### src/rtl/mod_reduce_seq_pkg.sv
// rtl/mod_reduce_seq_pkg.sv - shared defaults and FSM encoding for the sequential modular reducer.
`ifndef DATAWIDTH
`define DATAWIDTH 8
`endif
`ifndef CURVE_P
`define CURVE_P 251
`endif

package mod_reduce_seq_pkg;

   typedef enum logic [1:0] {
      IDLE = 2'd0,
      RUN  = 2'd1,
      DONE = 2'd2
   } state_t;

   localparam int DEFAULT_W = `DATAWIDTH;

endpackage

### src/rtl/mod_reduce_seq_sub_step.sv
// rtl/mod_reduce_seq_sub_step.sv - combinational conditional-subtract cell (one restoring step).
module mod_sub_step #(
   parameter int W = 8
) (
   input  logic [W:0]   i_t,
   input  logic [W-1:0] i_m,
   output logic [W:0]   o_r,
   output logic         o_q
);

   // One extra bit so the borrow out doubles as the t >= m comparison.
   logic [W+1:0] w_diff;

   assign w_diff = {1'b0, i_t} - {2'b00, i_m};
   assign o_q    = ~w_diff[W+1];
   assign o_r    = o_q ? w_diff[W:0] : i_t;

endmodule

### src/rtl/mod_reduce_seq.sv
// rtl/mod_reduce_seq.sv - sequential x mod m, one operand bit per cycle, valid/ready on both sides.
// Optional quotient output and shift register built when MODRED_QUOTIENT_EN is defined.
module mod_reduce_seq
   import mod_reduce_seq_pkg::*;
#(
   parameter int W    = DEFAULT_W,
   parameter int IN_W = 2*W+2
) (
   input  logic            clk,
   input  logic            rst,
   input  logic            in_valid,
   output logic            in_ready,
   input  logic [IN_W-1:0] x_in,
   input  logic [W-1:0]    m_in,
   output logic            out_valid,
   input  logic            out_ready,
   output logic [W-1:0]    result,
   output logic            err,
`ifdef MODRED_QUOTIENT_EN
   output logic [IN_W-1:0] quotient,
`endif
   output logic            busy
);

   localparam int CNT_W = $clog2(IN_W);

   state_t            r_state;
   state_t            w_next_state;
   logic [IN_W-1:0]   r_x;
   logic [W-1:0]      r_m;
   logic [W:0]        r_r;
   logic [CNT_W-1:0]  r_cnt;
   logic              r_err;
`ifdef MODRED_QUOTIENT_EN
   logic [IN_W-1:0]   r_q;
`endif

   logic [W:0]        w_t;
   logic [W:0]        w_step_r;
   logic              w_step_q;
   logic              w_accept;
   logic              w_step_en;
   logic              w_last;

   assign w_t       = {r_r[W-1:0], r_x[IN_W-1]};
   assign w_accept  = in_valid && (r_state == IDLE);
   assign w_step_en = (r_state == RUN) && !r_err;
   assign w_last    = (r_cnt == CNT_W'(IN_W-1));

   mod_sub_step #(
      .W (W)
   ) u_step (
      .i_t (w_t),
      .i_m (r_m),
      .o_r (w_step_r),
      .o_q (w_step_q)
   );

   // A zero modulus still spends one cycle in RUN (without stepping) so its result
   // appears one cycle after accept, matching the documented m=0 latency.
   always_comb begin
      w_next_state = r_state;
      case (r_state)
         IDLE:    if (in_valid) w_next_state = RUN;
         RUN:     if (r_err || w_last) w_next_state = DONE;
         DONE:    if (out_ready) w_next_state = IDLE;
         default: w_next_state = IDLE;
      endcase
   end

   always_ff @(posedge clk or posedge rst) begin
      if (rst) begin
         r_state <= IDLE;
         r_x     <= '0;
         r_m     <= '0;
         r_r     <= '0;
         r_cnt   <= '0;
         r_err   <= 1'b0;
`ifdef MODRED_QUOTIENT_EN
         r_q     <= '0;
`endif
      end else begin
         r_state <= w_next_state;
         if (w_accept) begin
            r_x   <= x_in;
            r_m   <= m_in;
            r_r   <= '0;
            r_cnt <= '0;
            r_err <= (m_in == '0);
`ifdef MODRED_QUOTIENT_EN
            r_q   <= '0;
`endif
         end else if (w_step_en) begin
            r_r   <= w_step_r;
            r_x   <= {r_x[IN_W-2:0], 1'b0};
            r_cnt <= r_cnt + 1'b1;
`ifdef MODRED_QUOTIENT_EN
            r_q   <= {r_q[IN_W-2:0], w_step_q};
`endif
         end
      end
   end

   assign in_ready  = (r_state == IDLE);
   assign out_valid = (r_state == DONE);
   assign busy      = (r_state != IDLE);
   assign result    = r_r[W-1:0];
   assign err       = r_err;

`ifdef MODRED_QUOTIENT_EN
   assign quotient = r_q;

   // R stays below m, so its top bit never carries information.
   logic w_unused_bits;
   assign w_unused_bits = r_r[W];
`else
   logic w_unused_bits;
   assign w_unused_bits = r_r[W] ^ w_step_q;
`endif

endmodule

### config.mk
export PLATFORM = sky130hd
export DESIGN_NAME = mod_reduce_seq
export DESIGN_NICKNAME = d
export VERILOG_FILES = /design/src/rtl/mod_reduce_seq_pkg.sv /design/src/rtl/mod_reduce_seq_sub_step.sv /design/src/rtl/mod_reduce_seq.sv
export SDC_FILE = /design/constraint.sdc
export NUM_CORES = 1
export LEC_CHECK = 0
export CAP_MARGIN = 40
export CORE_ASPECT_RATIO = 1.25
export CORE_UTILIZATION = 38
export CTS_CLUSTER_DIAMETER = 200
export DETAILED_ROUTE_END_ITERATION = 16
export SYNTH_ARGS = -nofsm -noshare
export SYNTH_HDL_FRONTEND = slang
export SYNTH_SLANG_ARGS = --single-unit
### constraint.sdc
create_clock -name clk -period 4.11 [get_ports clk]
set_clock_uncertainty 0.1 [all_clocks]
set_input_delay 0.411 -clock clk [delete_from_list [all_inputs] [get_ports clk]]
set_output_delay 0.411 -clock clk [all_outputs]
set_load 0.1 [all_outputs]
Word level (Yosys, flattened, before mapping). Index checks and enable logic that the tools add are counted.

Equal/unequal tests: 6. Reductions and logical operators: 9. $add $sub $neg: 2. Muxes and demuxes: 11.

Operators by type and width (number): $mux 18 (2); $mux 8 (3); $mux 5 (2); $sub 9x8->10 (1); $logic_not 8->1 (1); $mux 2 (3); $pmux 2 s3 (1); $add 5x1->5 const B (1); $eq 5x5->1 const B (1); $ne 2x1->1 const B (2); $reduce_bool 2->1 (2); $reduce_and 3->1 (1); $eq 2x1->1 const B (1); $eq 2x2->1 const B (1); $logic_and 1x1->1 (2); $logic_not 2->1 (1); $ne 2x2->1 const B (1); $logic_not 1->1 (1); $logic_or 1x1->1 (1).

Flip-flop bits (word level): 42. Word-level logic and storage cells: 34. Input bits: 30. Output and inout bits: 12.

Logic depth before layout (Yosys ltp). Gate-level depths: netlist (run 1).

Depth in word-level cells: 4. Gate-level depth with buffers: 9. Mapped depth without buffers: 9.

Modules after synthesis. Synthesis (run 1) repeated with hierarchy kept, for this count alone.

Cells, all modules: 253. Area, all modules: 2299.7 µm².

By module, submodules not included: mod_reduce_seq (area each 1793.0 µm², cells each 186, times used 1, seq. area each 1051.0 µm²); mod_sub_step (area each 506.7 µm², cells each 67, times used 1, seq. area each 0.0 µm²).

Worst setup path after synthesis (run 1). No wires, ideal clock.

Path kind: reg-to-output. Start point: register r_state[1]. End point: output port busy. Setup slack: 0.947 ns. Stages on the path, launching flop included: 3. Required time: 3.599 ns. Data arrival time: 2.652 ns. Path buffers: 0. Cell sequence: dfrtp_1 > nor2_1 > inv_1.

Cells in the longest elaborated chain, start to end: 1.

Ends and longest elaborated chain: from (decl) (line mod_reduce_seq.sv:27) `state_t r_state;`; from (signal assigned) (line mod_reduce_seq.sv:83) `r_state <= w_next_state;`; $reduce_bool 2->1 (line mod_reduce_seq.sv:106) `assign busy = (r_state != IDLE);`; to (decl) (line mod_reduce_seq.sv:22) `output logic busy`.

No other way between the ends.

Worst setup path after layout (run 1).
Start point: register r_r[3]. End point: register r_r[1].

Cells in the longest elaborated chain, start to end: 4.

Ends and longest elaborated chain: from (decl) (line mod_reduce_seq.sv:31) `logic [W:0] r_r;`; from (signal assigned) (line mod_reduce_seq.sv:94) `r_r <= w_step_r;`; $sub 9x8->10 (line mod_reduce_seq_sub_step.sv:14) `assign w_diff = {1'b0, i_t} - {2'b00, i_m};`; $mux 8 (line mod_reduce_seq_sub_step.sv:16) `assign o_r = o_q ? w_diff[W:0] : i_t;`; $mux 8 (line mod_reduce_seq.sv:93) `end else if (w_step_en) begin`; $mux 8 (line mod_reduce_seq.sv:84) `if (w_accept) begin`.

No other way between the ends. The select of a mux whose other input is x is not followed. A chain may end at the register's enable or synchronous reset.

==> reports/qor.csv, run 1 <==
metric,value,unit
RSZ-0062 raised after global routing,false,
Critical Path Source Type,flip-flop,
most frequent cells in the layout,"55 x nand2_1, 42 x dfrtp_1, 41 x clkdlybuf4s50_1",
r2r startpoint,r_r[3],
WP data required,4.20,ns
setup_tns,0,ns
"Cell Area, Placed",0.00283,sq mm
"most common cell after layout, fill and taps aside",nand2_1,
"CTS clk-pin slew, worst paths",0.09,ns
Worst Path Arrival,2.37,ns
Peak VDD IR,0.470,mV
port bufs,41,
synthesis-to-layout area growth,35.4,%
reg2reg end,r_r[1],
max cap viols,0,
synthesis-stage register bit count,42,
fraction of layout cells with a size suffix above 1,10.4,%
ANT nets after route,0,
First-pass DRT Iterations,4,
top_reg_cell synth,dfrtp_1,
largest net degree at the start of global routing,43,
CP Capture Type,flip-flop,
area fraction of the dominant cell type after synthesis,48.7,%
actual slew at the worst max-slew pin,0.686,ns
worst-skew pair later-pin latency,0.30,ns
Lkg Pwr,1.33,nW
DRT iter0 DRCs,82,
multiplexer share of the synthesized area,0.464,%
clk sink count,42,
clock root buffer,clkbuf_8,
final hold vios,0,
Adder-Cell Fraction of Synth Area,6.73,%
sequential-to-total area share from yosys stat,48.7,%
CTS Buf Count,5,
die width,69.4,um
hold_sp,r_x[13],
largest family of logic cells by synthesized area,compound AO/OA/AOI/OAI gates,
Ys Warns,0,
minimum clock period,2.27,ns
# rows,30,
via count,1820,
PD cells,922,mW/mm^2
via/cell ratio,5.17,
fin. max-slew vios,0,
Placer Congestion,0.848,
synth top area cells,"dfrtp_1 49%, nand2_1 9.6%, ha_1 5.8%, a22oi_1 5.6%, o21ai_0 2.8%",
CP max stage cell,dfrtp_1,
filler instances,483,
post-CTS setup repair buffer count,0,
post-route cell area,0.00292,sq mm
Overflow after GRT,0,
hold crit path type,reg -> reg,
multi-input logic area,0.00102,sq mm
n_diodes,0,
"critical path, cell by cell","ha_1, a21oi_1, o221ai_1, nor2_2, mux2i_1, o21ai_1",
All-Layer GR Usage,17.2,%
Setup Crit Path Kind,reg -> reg,
Resize count post-CTS,0,
status,"finished, final reports clean",
"Period Utilization, post-route",55.3,%
Util after Layout,53.7,%
core area,0.00544,sq mm
maximum root-to-sink buffer count,2,
CTS tree,done,
worst slack at placement,1.61,ns
Routed WL,4860,um
syn avg cell area,9.30,sq um
initial antenna violation count,0,
syn nets,273,
FF+latch area,0.00105,sq mm
Unique masters post-synth,37,
"Cell Area, Synth",0.00216,sq mm
H-tree Lvls,2,
vias in the first global route,1785,
simple-gate share of the synthesized area,17.6,%
die area,0.00598,sq mm
asr flop ratio synth,100,%
CP max FO,7,
Final WS setup,1.84,ns
Hold EP,r_x[13],
Mapped Cells,232,
Fmax achieved,440,MHz
"Hold-fix buffers, CTS",0,
CP peak stage delay,0.42,ns
Relative slew margins,54.1,%
first-pass GRT wire length,8090,um
worst r2r path cells,6,
final setup violation count,0,
complex-gate fraction of the synthesized area,19.5,%
NumNets Final,328,
number of flops mapped to enable cells by yosys,0,
I/O pin cnt,42,
initial core utilization,39.6,%
Die Ht,86.2,um
DR WL/cell,13.8,um
hold depth,2,
xor-xnor portion of the synthesized cell area,2.84,%
post-synth top area cell,dfrtp_1,
DRC,0,
R2R Setup Slk,1.84,ns
HPWL Detailed,3480,um
## logic make-up (layout without fill, tap and decap cells)
family / after synthesis / in the layout
compound gates: 61 / 61
xor+xnor: 7 / 7
fa+ha+maj: 11 / 11
buf+inv: 22 / 78
flops: 42 / 42
mux: 1 / 1
simple gates: 88 / 88
## flip-flops by register name, summed over array words and instances, names as in the netlist
| name | count |
|---|---|
| err | 1 |
| r_r | 8 |
| r_cnt | 5 |
| r_state | 2 |
| r_m | 8 |
| r_x | 18 |
## area by class of cell
| type | count | area share (%) |
|---|---|---|
| Sequential cell | 42 | 36.0 |
| Multi-Input combinational cell | 168 | 34.8 |
| Timing Repair Buffer | 57 | 21.7 |
| Tap cell | 64 | 2.74 |
| Clock buffer | 5 | 2.36 |
| Inverter | 13 | 1.67 |
| Clock inverter | 3 | 0.728 |
## worst max path at each step
stage | cells after the start | to | startpoint | slack, ns
final | 6 | r_r[1] | r_r[3] | 1.84
after global routing | 9 | r_r[6] | r_x[17] | 1.72
after CTS | 6 | r_r[1] | r_r[3] | 1.84
after detailed placement | 7 | r_r[3] | in_valid | 1.61
after global placement | 7 | r_r[3] | in_valid | 1.67
after floorplan | 2 | busy | r_state[1] | 0.95
## per-layer routing
layer | global-route usage [%] | routed length (um) | vias to the layer above
met1 | 20.1 | 2100 | 862
li1 | - | - | 915
met3 | 3.95 | 171 | 8
met5 | 0 | 0 | -
met2 | 30.5 | 2480 | 35
met4 | 6.86 | 104 | 0
## synthesized netlist by cell type (all sizes together), types with 3 or more instances
| cell | number |
|---|---|
| a21oi | 7 |
| nor2 | 13 |
| inv | 13 |
| nand3 | 3 |
| nand2 | 55 |
| nand4 | 3 |
| or2 | 3 |
| xnor2 | 3 |
| o21ai | 19 |
| nand2b | 4 |
| clkbuf | 4 |
| a211oi | 3 |
| dfrtp | 42 |
| xor2 | 4 |
| a32oi | 4 |
| buf | 5 |
| ha | 10 |
| a22oi | 16 |
## per-stage QoR
| stage | hold WS [ns] | power (mW) | std cells |
|---|---|---|---|
| after global routing | 0.406 | 2.91 | 352 |
| after global placement | 0.363 | 2.26 | 332 |
| after floorplan | 0.347 | 1.92 | 232 |
| final | 0.379 | 2.69 | 352 |
| after detailed placement | 0.363 | 2.44 | 344 |
| after CTS | 0.384 | 2.72 | 352 |
## critical path: cells and delay by family (launching register included)
kind                     cells  cell delay [ns]
AND/OR/NAND/NOR              1             0.37
flip-flops                   1             0.42
AO/OA/AOI/OAI                3             0.64
adder cells (fa/ha/maj)      1             0.37
multiplexers                 1             0.26
## power by group
part	leakage, nW	switching, mW	internal, mW
clock network	0.0441	0.148	0.119
logic	0.752	1.05	0.649
registers	0.530	0.121	0.601
(Power assumes the default switching activity.)
==> run 2, diff against run 1 <==
- clock period: 4.11 -> 2.4 ns (I/O delays scaled with it)
==> run 2 against run 1 <==
Fmax grew 2.7%. Core utilization shrank 3.4 points. Count of clock-buffer cells in the layout grew 2. Die area is the same. First-iteration DRC count shrank 3.7%. Sequential power grew 73%. Flip-flop and latch count is the same. Non-clock buffer count shrank 10. Sequential share of layout area grew 2.6 points. Combinational power grew 59%. Design area shrank 6.3%. Wire length grew 5.0%. Critical path type unchanged. Critical endpoint is now r_r[6]. Largest cell class unchanged.
==> reports/qor.csv, run 2 (synthesis results as in run 1) <==
metric,value,unit
status,"finished, final reports clean",
Fmax achieved,452,MHz
n_diodes,0,
DRC,0,
Sw Ratio,50.1,%
largest net degree at the start of global routing,43,
Regs by FF count,"r_x: 18 flops, r_m: 8 flops, r_r: 8 flops",
Setup Crit Path Kind,reg -> reg,
Die Ht,86.2,um
"CTS clk-pin slew, worst paths",0.08,ns
Peak VDD IR,0.554,mV
die width,69.4,um
ANT nets after route,0,
initial antenna violation count,0,
DR WL/cell,14.9,um
Lkg Pwr,1.26,nW
hold crit path type,in -> async,
register share of total power,27.8,%
max cap viols,0,
"most common cell after layout, fill and taps aside",nand2_1,
minimum clock period,2.21,ns
most frequent cells in the layout,"55 x nand2_1, 37 x dfrtp_1, 29 x clkdlybuf4s50_1",
Final WS setup,0.185,ns
final hold vios,0,
Critical Path Source Type,flip-flop,
PD cells,1640,mW/mm^2
CP peak stage delay,0.45,ns
worst-skew pair later-pin latency,0.29,ns
Worst Path Arrival,2.29,ns
Placer Congestion,0.824,
actual slew at the worst max-slew pin,0.536,ns
CP Capture Type,flip-flop,
CTS tree,done,
Util after Layout,50.3,%
H-tree Lvls,2,
Logic pwr share,60.0,%
first-pass GRT wire length,8780,um
"Hold-fix buffers, CTS",0,
HPWL Detailed,3590,um
NumNets Final,318,
Reg with most FFs,r_x,
die area,0.00598,sq mm
CP max FO,7,
synthesis-to-layout area growth,26.9,%
CP max stage cell,dfrtp_2,
Routed WL,5100,um
Relative slew margins,64.2,%
via/cell ratio,5.32,
max reg flops,18,
DRT iter0 DRCs,79,
setup_tns,0,ns
All-Layer GR Usage,18.8,%
core area,0.00544,sq mm
Int Power,2.25,mW
final setup violation count,0,
via count,1821,
fin. max-slew vios,0,
sw power,2.26,mW
Overflow after GRT,0,
port bufs,41,
fraction of layout cells with a size suffix above 1,12.9,%
initial core utilization,39.6,%
CTS Buf Count,5,
RSZ-0062 raised after global routing,false,
worst slack at placement,0.265,ns
clk sink count,42,
post-CTS setup repair buffer count,0,
hold slack final,0.279,ns
non-filler instance count after layout,342,
I/O pin cnt,42,
# rows,30,
DP Cell Count,333,
"critical path, cell by cell","ha_1, nand4_1, a2111oi_4, nor2_2, buf_4, a32oi_1, o21ai_1",
maximum root-to-sink buffer count,2,
clock network power share,12.2,%
"Period Utilization, post-route",92.3,%
clock root buffer,clkbuf_8,
vias in the first global route,1814,
Resize count post-CTS,0,
WP data required,2.47,ns
First-pass DRT Iterations,4,
run 2: path summary, 6_finish.rpt:
| path | from | end | slack [ns] | depth (start not counted) |
|---|---|---|---|---|
| min in group clk | r_x[14] | r_x[14] | 0.38 | 2 |
| hold reg to reg | r_x[14] | r_x[14] | 0.38 | 2 |
| setup reg to reg | r_r[4] | r_r[6] | 0.19 | 7 |
| setup / recovery | r_r[4] | r_r[6] | 0.19 | 7 |
| max in group asynchronous | rst | r_r[4] | 1.53 | 3 |
| hold / removal | rst | r_r[5] | 0.28 | 3 |
run 2: power by group through the flow:
stage               clock network [mW]  registers [mW]  logic, mW
floorplan                            0            1.58       1.72
global placement                     0            1.26       2.65
detailed placement                   0            1.26       2.67
CTS                              0.572            1.25       2.69
global route                     0.593            1.29       2.99
finish                           0.551            1.25       2.70
run 2: area by class of cell:
class / count / area, sq um
Timing Repair Buffer: 47 / 425
Tap cell: 64 / 80.1
Sequential cell: 42 / 1060
Fill cell: 520 / 2710
Clock buffer: 7 / 76.3
Inverter: 13 / 48.8
Multi-Input combinational cell: 168 / 1020
Clock inverter: 1 / 30.0
run 2: stage by stage:
step / total power [mW] / cell area (sq um)
floorplan: 3.30 / 2170
global placement: 3.90 / 2620
detailed placement: 3.93 / 2620
CTS: 4.51 / 2730
global route: 4.88 / 2740
finish: 4.50 / 2740
run 2: critical path: cells and delay by family, from the launching register on:
family                     cells  cell delay (ns)
and+or+nand+nor                2             0.28
buffers and inverters          1             0.17
DFF                            1             0.45
AOI/OAI and AO/OA              3             0.72
adders and majority gates      1             0.37
run 2: layer usage:
layer | vias to the layer above | routed length [um] | global-route usage (%)
li1 | 895 | - | -
met1 | 857 | 2180 | 23.6
met2 | 57 | 2520 | 31.3
met3 | 12 | 253 | 4.42
met4 | 0 | 138 | 7.61
met5 | - | 0 | 0
==> run 3, diff against run 2 <==
- GPL_ROUTABILITY_DRIVEN: not set -> 0
==> results of run 3 <==
Final layout, timing and power as in run 2 (identical DEF).
